## src/rtl/bist_pkg.sv

```systemverilog
// Shared BIST definitions: run-state encoding, MISR feedback polynomial and
// the default golden signature used when a CUT-specific value is not supplied.
package bist_pkg;

    typedef enum logic [1:0] {
        ST_IDLE    = 2'd0,
        ST_COMPACT = 2'd1,
        ST_DONE    = 2'd2
    } bist_state_e;

    // CRC-CCITT polynomial x^16 + x^12 + x^5 + 1
    localparam logic [15:0] MISR_TAP_CCITT     = 16'h1021;
    localparam logic [15:0] DEFAULT_GOLDEN_SIG = 16'h0000;

endpackage

```

## src/rtl/misr_core.sv

```systemverilog
// Multiple-input signature register: shift-left Galois MISR with response
// injection on the low IN_LEN bits; exposes the next value for the pass compare.
module misr_core
    import bist_pkg::*;
#(
    parameter int unsigned          IN_LEN  = 7,
    parameter int unsigned          SIG_LEN = 16,
    parameter logic [SIG_LEN-1:0]   TAP     = SIG_LEN'(MISR_TAP_CCITT)
) (
    input  logic                clk,
    input  logic                reset_n,
    input  logic                clr,
    input  logic                en,
    input  logic [IN_LEN-1:0]   din,
    output logic [SIG_LEN-1:0]  sig_next,
    output logic [SIG_LEN-1:0]  sig
);

    logic [SIG_LEN-1:0] sig_q;
    logic [SIG_LEN-1:0] sig_d;
    logic [SIG_LEN-1:0] din_ext;
    logic [SIG_LEN-1:0] nxt;
    logic               fb;

    always_comb begin
        din_ext             = '0;
        din_ext[IN_LEN-1:0] = din;
        fb                  = sig_q[SIG_LEN-1];
        nxt                 = '0;
        // Bit 0 always takes the feedback, independent of TAP[0]
        nxt[0]              = fb ^ din_ext[0];
        for (int unsigned i = 1; i < SIG_LEN; i++) begin
            nxt[i] = sig_q[i-1] ^ (TAP[i] & fb) ^ din_ext[i];
        end
    end

    always_comb begin
        sig_d = sig_q;
        if (clr) begin
            sig_d = '0;
        end else if (en) begin
            sig_d = nxt;
        end
    end

    always_ff @(posedge clk) begin
        if (!reset_n) begin
            sig_q <= '0;
        end else begin
            sig_q <= sig_d;
        end
    end

    assign sig_next = nxt;
    assign sig      = sig_q;

endmodule

```

## src/rtl/misr_response_analyzer.sv

```systemverilog
// BIST output response analyzer: compacts NUM_PATTERNS CUT responses into a
// MISR, then holds the final signature and its comparison against GOLDEN_SIG.
module misr_response_analyzer
    import bist_pkg::*;
#(
    parameter int unsigned          IN_LEN       = 7,
    parameter int unsigned          SIG_LEN      = 16,
    parameter int unsigned          NUM_PATTERNS = 127,
    parameter logic [SIG_LEN-1:0]   GOLDEN_SIG   = SIG_LEN'(DEFAULT_GOLDEN_SIG)
) (
    input  logic                                clk,
    input  logic                                reset_n,
    input  logic                                start,
    input  logic                                in_valid,
    input  logic [IN_LEN-1:0]                   din,
    output logic                                busy,
    output logic                                done,
    output logic                                pass,
    output logic [SIG_LEN-1:0]                  signature,
    output logic [$clog2(NUM_PATTERNS+1)-1:0]   pat_cnt
);

    localparam int unsigned       CNT_W    = $clog2(NUM_PATTERNS + 1);
    localparam logic [CNT_W-1:0]  LAST_CNT = CNT_W'(NUM_PATTERNS - 1);

    bist_state_e        state_q;
    bist_state_e        state_d;
    logic [CNT_W-1:0]   cnt_q;
    logic [CNT_W-1:0]   cnt_d;
    logic               done_q;
    logic               done_d;
    logic               pass_q;
    logic               pass_d;

    logic               start_run;
    logic               accept;
    logic               final_rsp;
    logic               busy_w;
    logic [SIG_LEN-1:0] sig_next;

    misr_core #(
        .IN_LEN  (IN_LEN),
        .SIG_LEN (SIG_LEN),
        .TAP     (SIG_LEN'(MISR_TAP_CCITT))
    ) u_misr (
        .clk      (clk),
        .reset_n  (reset_n),
        .clr      (start_run),
        .en       (accept),
        .din      (din),
        .sig_next (sig_next),
        .sig      (signature)
    );

    // State register
    always_ff @(posedge clk) begin
        if (!reset_n) begin
            state_q <= ST_IDLE;
        end else begin
            state_q <= state_d;
        end
    end

    // Next-state logic
    always_comb begin
        state_d = state_q;
        case (state_q)
            ST_IDLE, ST_DONE: begin
                if (start_run) begin
                    state_d = ST_COMPACT;
                end
            end
            ST_COMPACT: begin
                if (final_rsp) begin
                    state_d = ST_DONE;
                end
            end
            default: state_d = ST_IDLE;
        endcase
    end

    // Output / control decode; start is only honoured outside COMPACT
    always_comb begin
        busy_w    = (state_q == ST_COMPACT);
        start_run = start && !busy_w;
        accept    = busy_w && in_valid;
        final_rsp = accept && (cnt_q == LAST_CNT);
    end

    // Pattern counter and result flags
    always_comb begin
        cnt_d  = cnt_q;
        done_d = done_q;
        pass_d = pass_q;
        if (start_run) begin
            cnt_d  = '0;
            done_d = 1'b0;
            pass_d = 1'b0;
        end else if (accept) begin
            cnt_d = cnt_q + CNT_W'(1);
            if (final_rsp) begin
                done_d = 1'b1;
                pass_d = (sig_next == GOLDEN_SIG);
            end
        end
    end

    always_ff @(posedge clk) begin
        if (!reset_n) begin
            cnt_q  <= '0;
            done_q <= 1'b0;
            pass_q <= 1'b0;
        end else begin
            cnt_q  <= cnt_d;
            done_q <= done_d;
            pass_q <= pass_d;
        end
    end

    assign busy    = busy_w;
    assign done    = done_q;
    assign pass    = pass_q;
    assign pat_cnt = cnt_q;

endmodule

```

## config.mk

```make
export PLATFORM = sky130hd
export DESIGN_NAME = misr_response_analyzer
export DESIGN_NICKNAME = d
export VERILOG_FILES = /design/src/rtl/bist_pkg.sv /design/src/rtl/misr_core.sv /design/src/rtl/misr_response_analyzer.sv
export SDC_FILE = /design/constraint.sdc
export NUM_CORES = 1
export LEC_CHECK = 0
export CAP_MARGIN = 10
export CELL_PAD_IN_SITES_DETAIL_PLACEMENT = 1
export CELL_PAD_IN_SITES_GLOBAL_PLACEMENT = 1
export CORE_AREA = 10 10 71 73
export CTS_BUF_LIST = sky130_fd_sc_hd__clkbuf_16
export DETAILED_ROUTE_END_ITERATION = 7
export DIE_AREA = 0 0 81 83
export GPL_ROUTABILITY_DRIVEN = 0
export PLACE_DENSITY = 0.77
export REMOVE_ABC_BUFFERS = 1
export SLEW_MARGIN = 15
export SYNTH_ARGS = -nofsm -noshare
export SYNTH_HDL_FRONTEND = slang
export SYNTH_SLANG_ARGS = --single-unit
```

## constraint.sdc

```tcl
create_clock -name clk -period 4 [get_ports clk]
set_input_delay 0.8 -clock clk [delete_from_list [all_inputs] [get_ports clk]]
set_output_delay 0.8 -clock clk [all_outputs]
set_load 0.01 [all_outputs]
```

==> run metrics <==
final WL 3.27 mm; share of layout cells above drive strength 1 5.95%; Data arrival, critical path roughly 2.5 ns; worst reg2reg startpoint state_q[1]$_SDFFE_PN0P_; Post-DP HPWL about 2.5 mm; max capacitance violation total 0; sequential element share of the synthesized area 43.8%; clk slew on worst S/H paths 0.06 ns; Clock Tree Root clkbuf_16; mapped cell area 1230 µm²; post-CTS resize count 0; Crit Path Class in2reg; drt pass-1 iters 2; PortBufs 36; worst slew pin tran 1.05 ns; Avg WL per Cell 15.1 µm; initial core utilization 34.0%; DR vias/cell 4.82; post-CTS setup buffers 0; Die ar. 6720 µm²; Synth cell types 36; ys flop type dfxtp_1; largest net degree at the start of global routing 27; CP endpoint kind flop; Tmin final 2.39 ns; startpoint class of the critical path primary input; Routed Antenna Nets 0; CTS tree yes; Mapped Avg Cell Area around 8.6 µm²; initial antenna violation count 0; Synth Instances roughly 140; Final Cell Area between 1500 and 2000 µm²; Post-synth ARST share 0%; Final Hold Viols 0; clock skew 0.00106 ns; Synth area leader dfxtp_1; Top-Level Pins 37; Synth Register Bits 27; TritonCTS Buffers 3; via count 1041; total grt overflow 0; Slew Limit Fails 0; Worst Path Required roughly 4.2 ns; setup TNS 0 ns; core area around 3600 µm²; CP max-delay cell o21ai_2; clk_lat worst skew about 0.26 ns; Clock Path Buffers 2; Min Hold Slack a little under 0.5 ns; Pleak 0.558 nW; Hold Path Class reg2reg; fmax 0.419 GHz; period utilisation layout 59.6%; fin cells 216; cts hold-fix bufs 0; CP Cell Sequence clkdlybuf4s50_1 -> inv_1 -> o21ai_2 -> or3b_2 -> o21ai_1; vias in the first global route between 1000 and 1500; CP max stage delay just over 0.8 ns; Antenna Cells 0; outcome finished clean; die width ~81 µm; nets@finish 182; EDFF count, synth 0; fill count 441; CP startpoint start; top post-synthesis cells by area dfxtp_1 (44%), nand2_1 (6.4%), nor2_1 (5.5%); Synth warnings 0; DRC 0; final cell utilization of the core 45.1%; RSZ-0062 raised after global routing no; slew margin rel. 29.9%; H-tree depth 1; area post-placement 1560 µm²; all-layer global routing usage between 10% and 20%; Synth top area share 43.8%; # clock sinks 27; Layout area overhead 32.6%; row cnt 22; dpl cells 212; worst-path fanout max 26; Die Height a little over 80 µm; 1st-iter DRT viols 32; hold path start done$_SDFFE_PP0P_; Worst VDD drop about 0.00015 V; pwr dens between 300 and 400 nW/µm²; first-pass GRT wire length around 5.4 mm; Setup violations, final 0
==> stage by stage <==
step	worst slack, ns	power [W]
floorplan	2.19	0.000313
global placement	1.45	0.000342
detailed placement	1.33	0.000344
CTS	1.58	0.000567
global route	1.45	0.000584
finish	1.61	0.000558
==> metal layers <==
layer	global-route usage [%]	vias up	routed length [µm]
met1	11.1	495	1330
met4	4.23	0	63
met2	17.1	24	1640
met3	2.91	4	232
met5	0	-	0
li1	-	518	-
==> cell families (layout without fill, tap and decap cells) <==
| family | Yosys count | after routing | synth area share (%) |
|---|---|---|---|
| adder cells (fa/ha/maj) | 2 | 2 | 2.03 |
| AO/OA/AOI/OAI | 21 | 21 | 10.3 |
| XOR/XNOR | 14 | 14 | 11.4 |
| buffers and inverters | 18 | 43 | 8.71 |
| AND/OR/NAND/NOR | 61 | 61 | 23.7 |
| flip-flops | 27 | 27 | 43.8 |
==> final cells by class <==
cell class / count / area [µm²] / area share, %
Timing Repair Buffer: 36 / 360 / 22.0
Clock buffer: 3 / 75.1 / 4.58
Clock inverter: 1 / 3.75 / 0.229
Multi-Input combinational cell: 98 / 587 / 35.8
Sequential cell: 27 / 541 / 33.0
Tap cell: 48 / 60.1 / 3.67
Inverter: 3 / 11.3 / 0.688
==> layout by cell type, fill, tap and decap left out, types with 4 or more instances in the layout <==
cell	count
nor2_1	18
nand3_1	4
a21oi_1	10
a211oi_1	6
dfxtp_1	27
xor2_1	6
clkdlybuf4s50_1	36
xnor2_1	7
nand2_1	21
==> final timing paths <==
check,to,slack (ns),cells after the start
setup / recovery,pass$_SDFFE_PP0P_,1.61,5
hold / removal,done$_SDFFE_PP0P_,0.49,2
setup reg to reg,pass$_SDFFE_PP0P_,2.16,5
hold reg to reg,done$_SDFFE_PP0P_,0.49,2
==> cell usage after synthesis, types with 2 or more instances <==
cell type	instances
nor4_1	2
nor2_1	18
buf_2	2
clkbuf_1	4
dfxtp_1	27
nand2_1	21
inv_1	2
nor3_1	3
xnor2_1	7
nand3_1	4
buf_4	8
xor2_1	6
a211oi_1	6
ha_1	2
a21oi_1	10
==> worst max-delay path: cells and delay by family <==
kind / cells / cell delay [ns]
AOI/OAI and AO/OA: 2 / 0.89
and+or+nand+nor: 1 / 0.26
buffers and inverters: 2 / 0.56
==> power by group <==
group	internal (W)	leakage (nW)	switching, W
registers	0.000274	0.218	0.00000564
clock network	0.000134	0.0423	0.0000871
logic	0.0000283	0.298	0.0000298
==> flip-flops by register name, indices dropped and copies added (netlist names) <==
name / count
done: 1
pat_cnt: 7
pass: 1
state_q: 2
u_misr.sig: 16
Note: power is estimated with default switching activity, not from simulation.
==> RTL change 1: new RTL, config.mk and constraints unchanged <==
The parameter `NUM_PATTERNS` goes from 127 to 254.
--- a/src/rtl/misr_response_analyzer.sv
+++ b/src/rtl/misr_response_analyzer.sv
@@ -6,5 +6,5 @@
     parameter int unsigned          IN_LEN       = 7,
     parameter int unsigned          SIG_LEN      = 16,
-    parameter int unsigned          NUM_PATTERNS = 127,
+    parameter int unsigned          NUM_PATTERNS = 254,
     parameter logic [SIG_LEN-1:0]   GOLDEN_SIG   = SIG_LEN'(DEFAULT_GOLDEN_SIG)
 ) (
Interface: changed (resized pat_cnt); port bits go from 37 to 38. No check against the original RTL was run, so the function may have changed too.
==> RTL change 1 against the original RTL <==
- worst setup slack gained 0.079 ns
- maximum frequency grew 3.4%
- final area grew 4.1%
- area after synthesis grew 5.0%
- total power grew 2.5%
- wire length grew 0.95%
- hold slack lost 0.00062 ns
- sequential cell count grew 1
- register-to-register slack gained 0.08 ns
- critical path type unchanged
==> RTL change 1: results (changes against the original RTL) <==
\begin{tabular}{lr}
\hline
Metric & Value \\
\hline
\multicolumn{2}{l}{\textbf{Logic synthesis}} \\
\quad Library cells used by synthesis & 28 (was 36) \\
\quad Complex-gate fraction of the synthesized area & 0.0994 (was 0.103) \\
\quad Post-synthesis xor/xnor area fraction & 0.108 (was 0.114) \\
\quad Proportion of synthesized chip area in sequential cells & 0.432 (was 0.438) \\
\quad Share of synthesized cell area in full adder, half adder and majority cells & 0.0193 (was 0.0203) \\
\multicolumn{2}{l}{\textbf{Setup path}} \\
\quad Data arrival time at the worst-slack endpoint & 2.46 ns (was 2.53 ns) \\
\quad Number of cell instances on the worst register-to-register path & 6 (was 5) \\
\quad Slowest stage cell on the critical path & sky130\_fd\_sc\_hd\_\_clkdlybuf4s50\_1 (was sky130\_fd\_sc\_hd\_\_o21ai\_2) \\
\quad Largest stage delay on the critical path & 0.48 ns (was 0.82 ns) \\
\quad Crit path max fanout & 16 (was 26) \\
\quad Kind of cell adding the most delay to the critical path & buffers and inverters (was compound AO/OA/AOI/OAI gates) \\
\quad Flop-to-flop setup slack & 2.24 ns (was 2.16 ns) \\
\multicolumn{2}{l}{\textbf{STA}} \\
\quad Fmax & 0.434 GHz (was 0.419 GHz) \\
\quad Transition time at the pin with the least slew margin & 0.562 ns (was 1.05 ns) \\
\quad Clock skew & 0.00573 ns (was 0.00106 ns) \\
\multicolumn{2}{l}{\textbf{Cells and area}} \\
\quad Final standard cell area without fillers & 1710 um2 (was 1640 um2) \\
\quad Nets & 189 (was 182) \\
\quad Fillers & 445 (was 441) \\
\quad Fraction of layout cells with a size suffix above 1 & 0.0800 (was 0.0595) \\
\multicolumn{2}{l}{\textbf{Routing}} \\
\quad Detailed-routing iteration count for the pre-antenna-repair pass & 4 (was 2) \\
\quad Starting DRC count in detailed routing & 25 (was 32) \\
\quad Total via count after detailed routing & 1060 (was 1041) \\
\multicolumn{2}{l}{\textbf{Placed design}} \\
\quad DP Worst Slack & 1.42 ns (was 1.33 ns) \\
\quad Detailed Place HPWL & 2580 um (was 2500 um) \\
\quad Placed cell areas & 1630 um2 (was 1560 um2) \\
\quad Instance count after placement with tap cells included & 219 (was 212) \\
\multicolumn{2}{l}{\textbf{Global route}} \\
\quad First-pass GRT wire length & 5810 um (was 5370 um) \\
\quad Via count of the first global-routing pass & 1178 (was 1108) \\
\quad Global routing usage summed across all routing layers & 0.101 (was 0.100) \\
\multicolumn{2}{l}{\textbf{Pwr}} \\
\quad LEAKAGE & 0.562 nW (was 0.558 nW) \\
\multicolumn{2}{l}{\textbf{Status}} \\
\quad Outcome & finished, final reports clean (unchanged) \\
\multicolumn{2}{l}{\textbf{Min path}} \\
\quad Hold wc startpoint & u\_misr.sig[3] (was done) \\
\quad Hold endpoint & u\_misr.sig[3] (was done) \\
\hline
\end{tabular}
==> RTL change 1: cells by family (layout without fill, tap and decap cells) <==
logic type,Yosys count,in the layout
and+or+nand+nor,63,63
DFF,28,28
AOI/OAI and AO/OA,21,21
buffers and inverters,17,45
xor gates and xnor gates,16,16
adders and majority gates,2,2
==> RTL change 1: tightest hold or removal path, cell delays in order (launching register included) <==
cell,delay (ns)
sky130_fd_sc_hd__dfxtp_1,0.33
sky130_fd_sc_hd__nand2_1,0.06
sky130_fd_sc_hd__a21oi_1,0.05
==> RTL change 1: worst max path at each step <==
stage,start,end,depth (start not counted)
5_1_grt,start,pass,6
3_3_place_gp,start,pass,6
6_report,start,pass,6
4_1_cts,start,pass,6
3_5_place_dp,start,pass,6
2_1_floorplan,start,pass,4
==> RTL change 1: report_power, final <==
| part | internal [mW] | switching, mW | leakage (nW) |
|---|---|---|---|
| sequential | 0.283 | 0.00552 | 0.226 |
| combinational | 0.0273 | 0.0312 | 0.297 |
| clock | 0.134 | 0.0913 | 0.0385 |
==> RTL change 1: layout make-up <==
type                    count  share of cell area
clock inverters             1             0.00220
well taps                  48              0.0352
clock buffers               3              0.0440
multi-input cells         102               0.362
repair buffers             38               0.222
inverters                   3             0.00660
flip-flops and latches     28               0.329
==> RTL change 1: metal layers <==
| layer | part of all wire | vias up | track usage |
|---|---|---|---|
| li1 | - | 539 | - |
| met1 | 0.46 | 488 | 0.127 |
| met2 | 0.44 | 31 | 0.160 |
| met3 | 0.095 | 2 | 0.0431 |
| met4 | 0.0033 | 0 | 0.00939 |
| met5 | 0 | - | 0 |
==> RTL change 2: new RTL, same flow settings <==
Made on the original files. The 3 states of `bist_state_e` get a one-hot encoding in 3 bits.
--- a/src/rtl/bist_pkg.sv
+++ b/src/rtl/bist_pkg.sv
@@ -3,8 +3,8 @@
 package bist_pkg;
 
-    typedef enum logic [1:0] {
-        ST_IDLE    = 2'd0,
-        ST_COMPACT = 2'd1,
-        ST_DONE    = 2'd2
+    typedef enum logic [2:0] {
+        ST_IDLE    = 3'b001,
+        ST_COMPACT = 3'b010,
+        ST_DONE    = 3'b100
     } bist_state_e;
 
Behaviour: same outputs for any inputs over 10 cycles, from zero or initial values and one cycle with reset_n low; not proved beyond that.
==> RTL change 2 against the original RTL <==
- hold slack got worse by 0.031 ns
- largest power group is now clock
- sequential share of layout area down 0.30 points
- synthesized cell count grew 1.4%
- area after synthesis rose by 3.1%
- worst setup slack got worse by 0.018 ns
- final area increased by 4.7%
- sequential cell count increased by 1
- wire length fell by 2.4%
- die area is the same
- total power up 9.3%
- largest cell class unchanged
==> RTL change 2: results (changes against the original RTL) <==
\begin{tabular}{lr}
\hline
Metric & Value \\
\hline
\multicolumn{2}{l}{\textbf{Status}} \\
\quad Outcome & finished, final reports clean (unchanged) \\
\multicolumn{2}{l}{\textbf{Cells and area}} \\
\quad Fraction of layout cells with a size suffix above 1 & 0.0581 (was 0.0595) \\
\quad Nets & 186 (was 182) \\
\quad Finished Layout Cells & 220 (was 216) \\
\multicolumn{2}{l}{\textbf{Placed design}} \\
\quad Detailed Place HPWL & 2500 um (about the same) \\
\quad DP Worst Slack & 1.34 ns (was 1.33 ns) \\
\multicolumn{2}{l}{\textbf{Setup path}} \\
\quad Number of cell instances on the worst register-to-register path & 4 (was 5) \\
\quad Slowest stage cell on the critical path & sky130\_fd\_sc\_hd\_\_clkdlybuf4s50\_1 (was sky130\_fd\_sc\_hd\_\_o21ai\_2) \\
\quad Flop-to-flop setup slack & 2.20 ns (was 2.16 ns) \\
\quad Kind of cell adding the most delay to the critical path & buffers and inverters (was compound AO/OA/AOI/OAI gates) \\
\quad Data arrival time at the worst-slack endpoint & 1.60 ns (was 2.53 ns) \\
\quad Worst path buffer plus inverter count & 1 (was 2) \\
\multicolumn{2}{l}{\textbf{Logic synthesis}} \\
\quad Proportion of synthesized chip area in sequential cells & 0.440 (was 0.438) \\
\quad Largest cells by area after synthesis & sky130\_fd\_sc\_hd\_\_dfxtp\_1 (44\%), sky130\_fd\_sc\_hd\_\_nand2\_1 (6.2\%), sky130\_fd\_sc\_hd\_\_xnor2\_1 (6.2\%) (was sky130\_fd\_sc\_hd\_\_dfxtp\_1 (44\%), sky130\_fd\_sc\_hd\_\_nand2\_1 (6.4\%), sky130\_fd\_sc\_hd\_\_nor2\_1 (5.5\%)) \\
\quad Gate count of the mapped netlist & 145 (was 143) \\
\quad Library cells used by synthesis & 34 (was 36) \\
\quad Most used standard cells in the synthesized netlist & sky130\_fd\_sc\_hd\_\_dfxtp\_1 (28), sky130\_fd\_sc\_hd\_\_nand2\_1 (21), sky130\_fd\_sc\_hd\_\_nor2\_1 (15) (was sky130\_fd\_sc\_hd\_\_dfxtp\_1 (27), sky130\_fd\_sc\_hd\_\_nand2\_1 (21), sky130\_fd\_sc\_hd\_\_nor2\_1 (18)) \\
\multicolumn{2}{l}{\textbf{STA}} \\
\quad Clock skew & 0.00445 ns (was 0.00106 ns) \\
\quad Transition time at the pin with the least slew margin & 0.625 ns (was 1.05 ns) \\
\multicolumn{2}{l}{\textbf{Routing}} \\
\quad Aggregate routed wire length & 3190 um (was 3270 um) \\
\quad Starting DRC count in detailed routing & 51 (was 32) \\
\multicolumn{2}{l}{\textbf{Pwr}} \\
\quad LEAKAGE & 0.552 nW (was 0.558 nW) \\
\quad Maximum vdd ir drop & 0.206 mV (was 0.147 mV) \\
\quad Sw Ratio & 0.183 (was 0.220) \\
\multicolumn{2}{l}{\textbf{Global route}} \\
\quad First-pass GRT wire length & 5350 um (was 5370 um) \\
\quad Antenna violations before repair & 0 (unchanged) \\
\hline
\end{tabular}
==> RTL change 2: cells by family (layout without fill, tap and decap cells) <==
group                      Yosys count  count (layout)  share of synthesized area
and+or+nand+nor                     57              57                      0.224
adders and majority gates            2               2                     0.0196
xor gates and xnor gates            15              15                      0.109
DFF                                 28              28                      0.440
AOI/OAI and AO/OA                   26              26                      0.126
buffers and inverters               17              44                     0.0815
==> RTL change 2: layer usage <==
layer	part of all wire	global-route usage	vias up
li1	-	-	545
met1	0.43	0.116	523
met2	0.51	0.159	23
met3	0.053	0.0259	2
met4	0.0072	0.0376	0
met5	0	0	-
==> RTL change 2: final timing paths <==
kind                            startpoint    to
worst max-delay path            state_q[1]  busy
worst min-delay path                  done  done
worst max register to register  state_q[2]  pass
worst min register to register        done  done
==> RTL change 2: metrics by stage <==
step / hold WS, ns / instance area [um2]
after CTS: 0.464 / 1710
after global routing: 0.486 / 1710
final: 0.458 / 1710
after floorplan: 0.470 / 1180
after detailed placement: 0.453 / 1610
after global placement: 0.445 / 1610
==> RTL change 2: worst reg2reg max path, stage by stage (launching register included) <==
cell                        delay (ns)
sky130_fd_sc_hd__dfxtp_1          0.36
sky130_fd_sc_hd__and4bb_2         0.74
sky130_fd_sc_hd__nand4_1          0.30
sky130_fd_sc_hd__o2111ai_1        0.18
sky130_fd_sc_hd__o31ai_1          0.10
==> RTL change 2: power by group through the flow <==
stage	combinational (mW)	clock, mW	sequential, mW
5_1_grt	0.0391	0.311	0.284
4_1_cts	0.0353	0.299	0.284
3_3_place_gp	0.0345	0	0.290
2_1_floorplan	0.0163	0	0.290
6_report	0.0349	0.292	0.284
3_5_place_dp	0.0351	0	0.290
==> RTL change 2: cell type report <==
cell class                 count  area, um2
sequential                    28        561
multi-input combinational    100        609
clock buffer                   3       75.1
inverter                       3       11.3
clock inverter                 1       30.0
fill                         436       1920
timing repair buffer          37        368
tap                           48       60.1
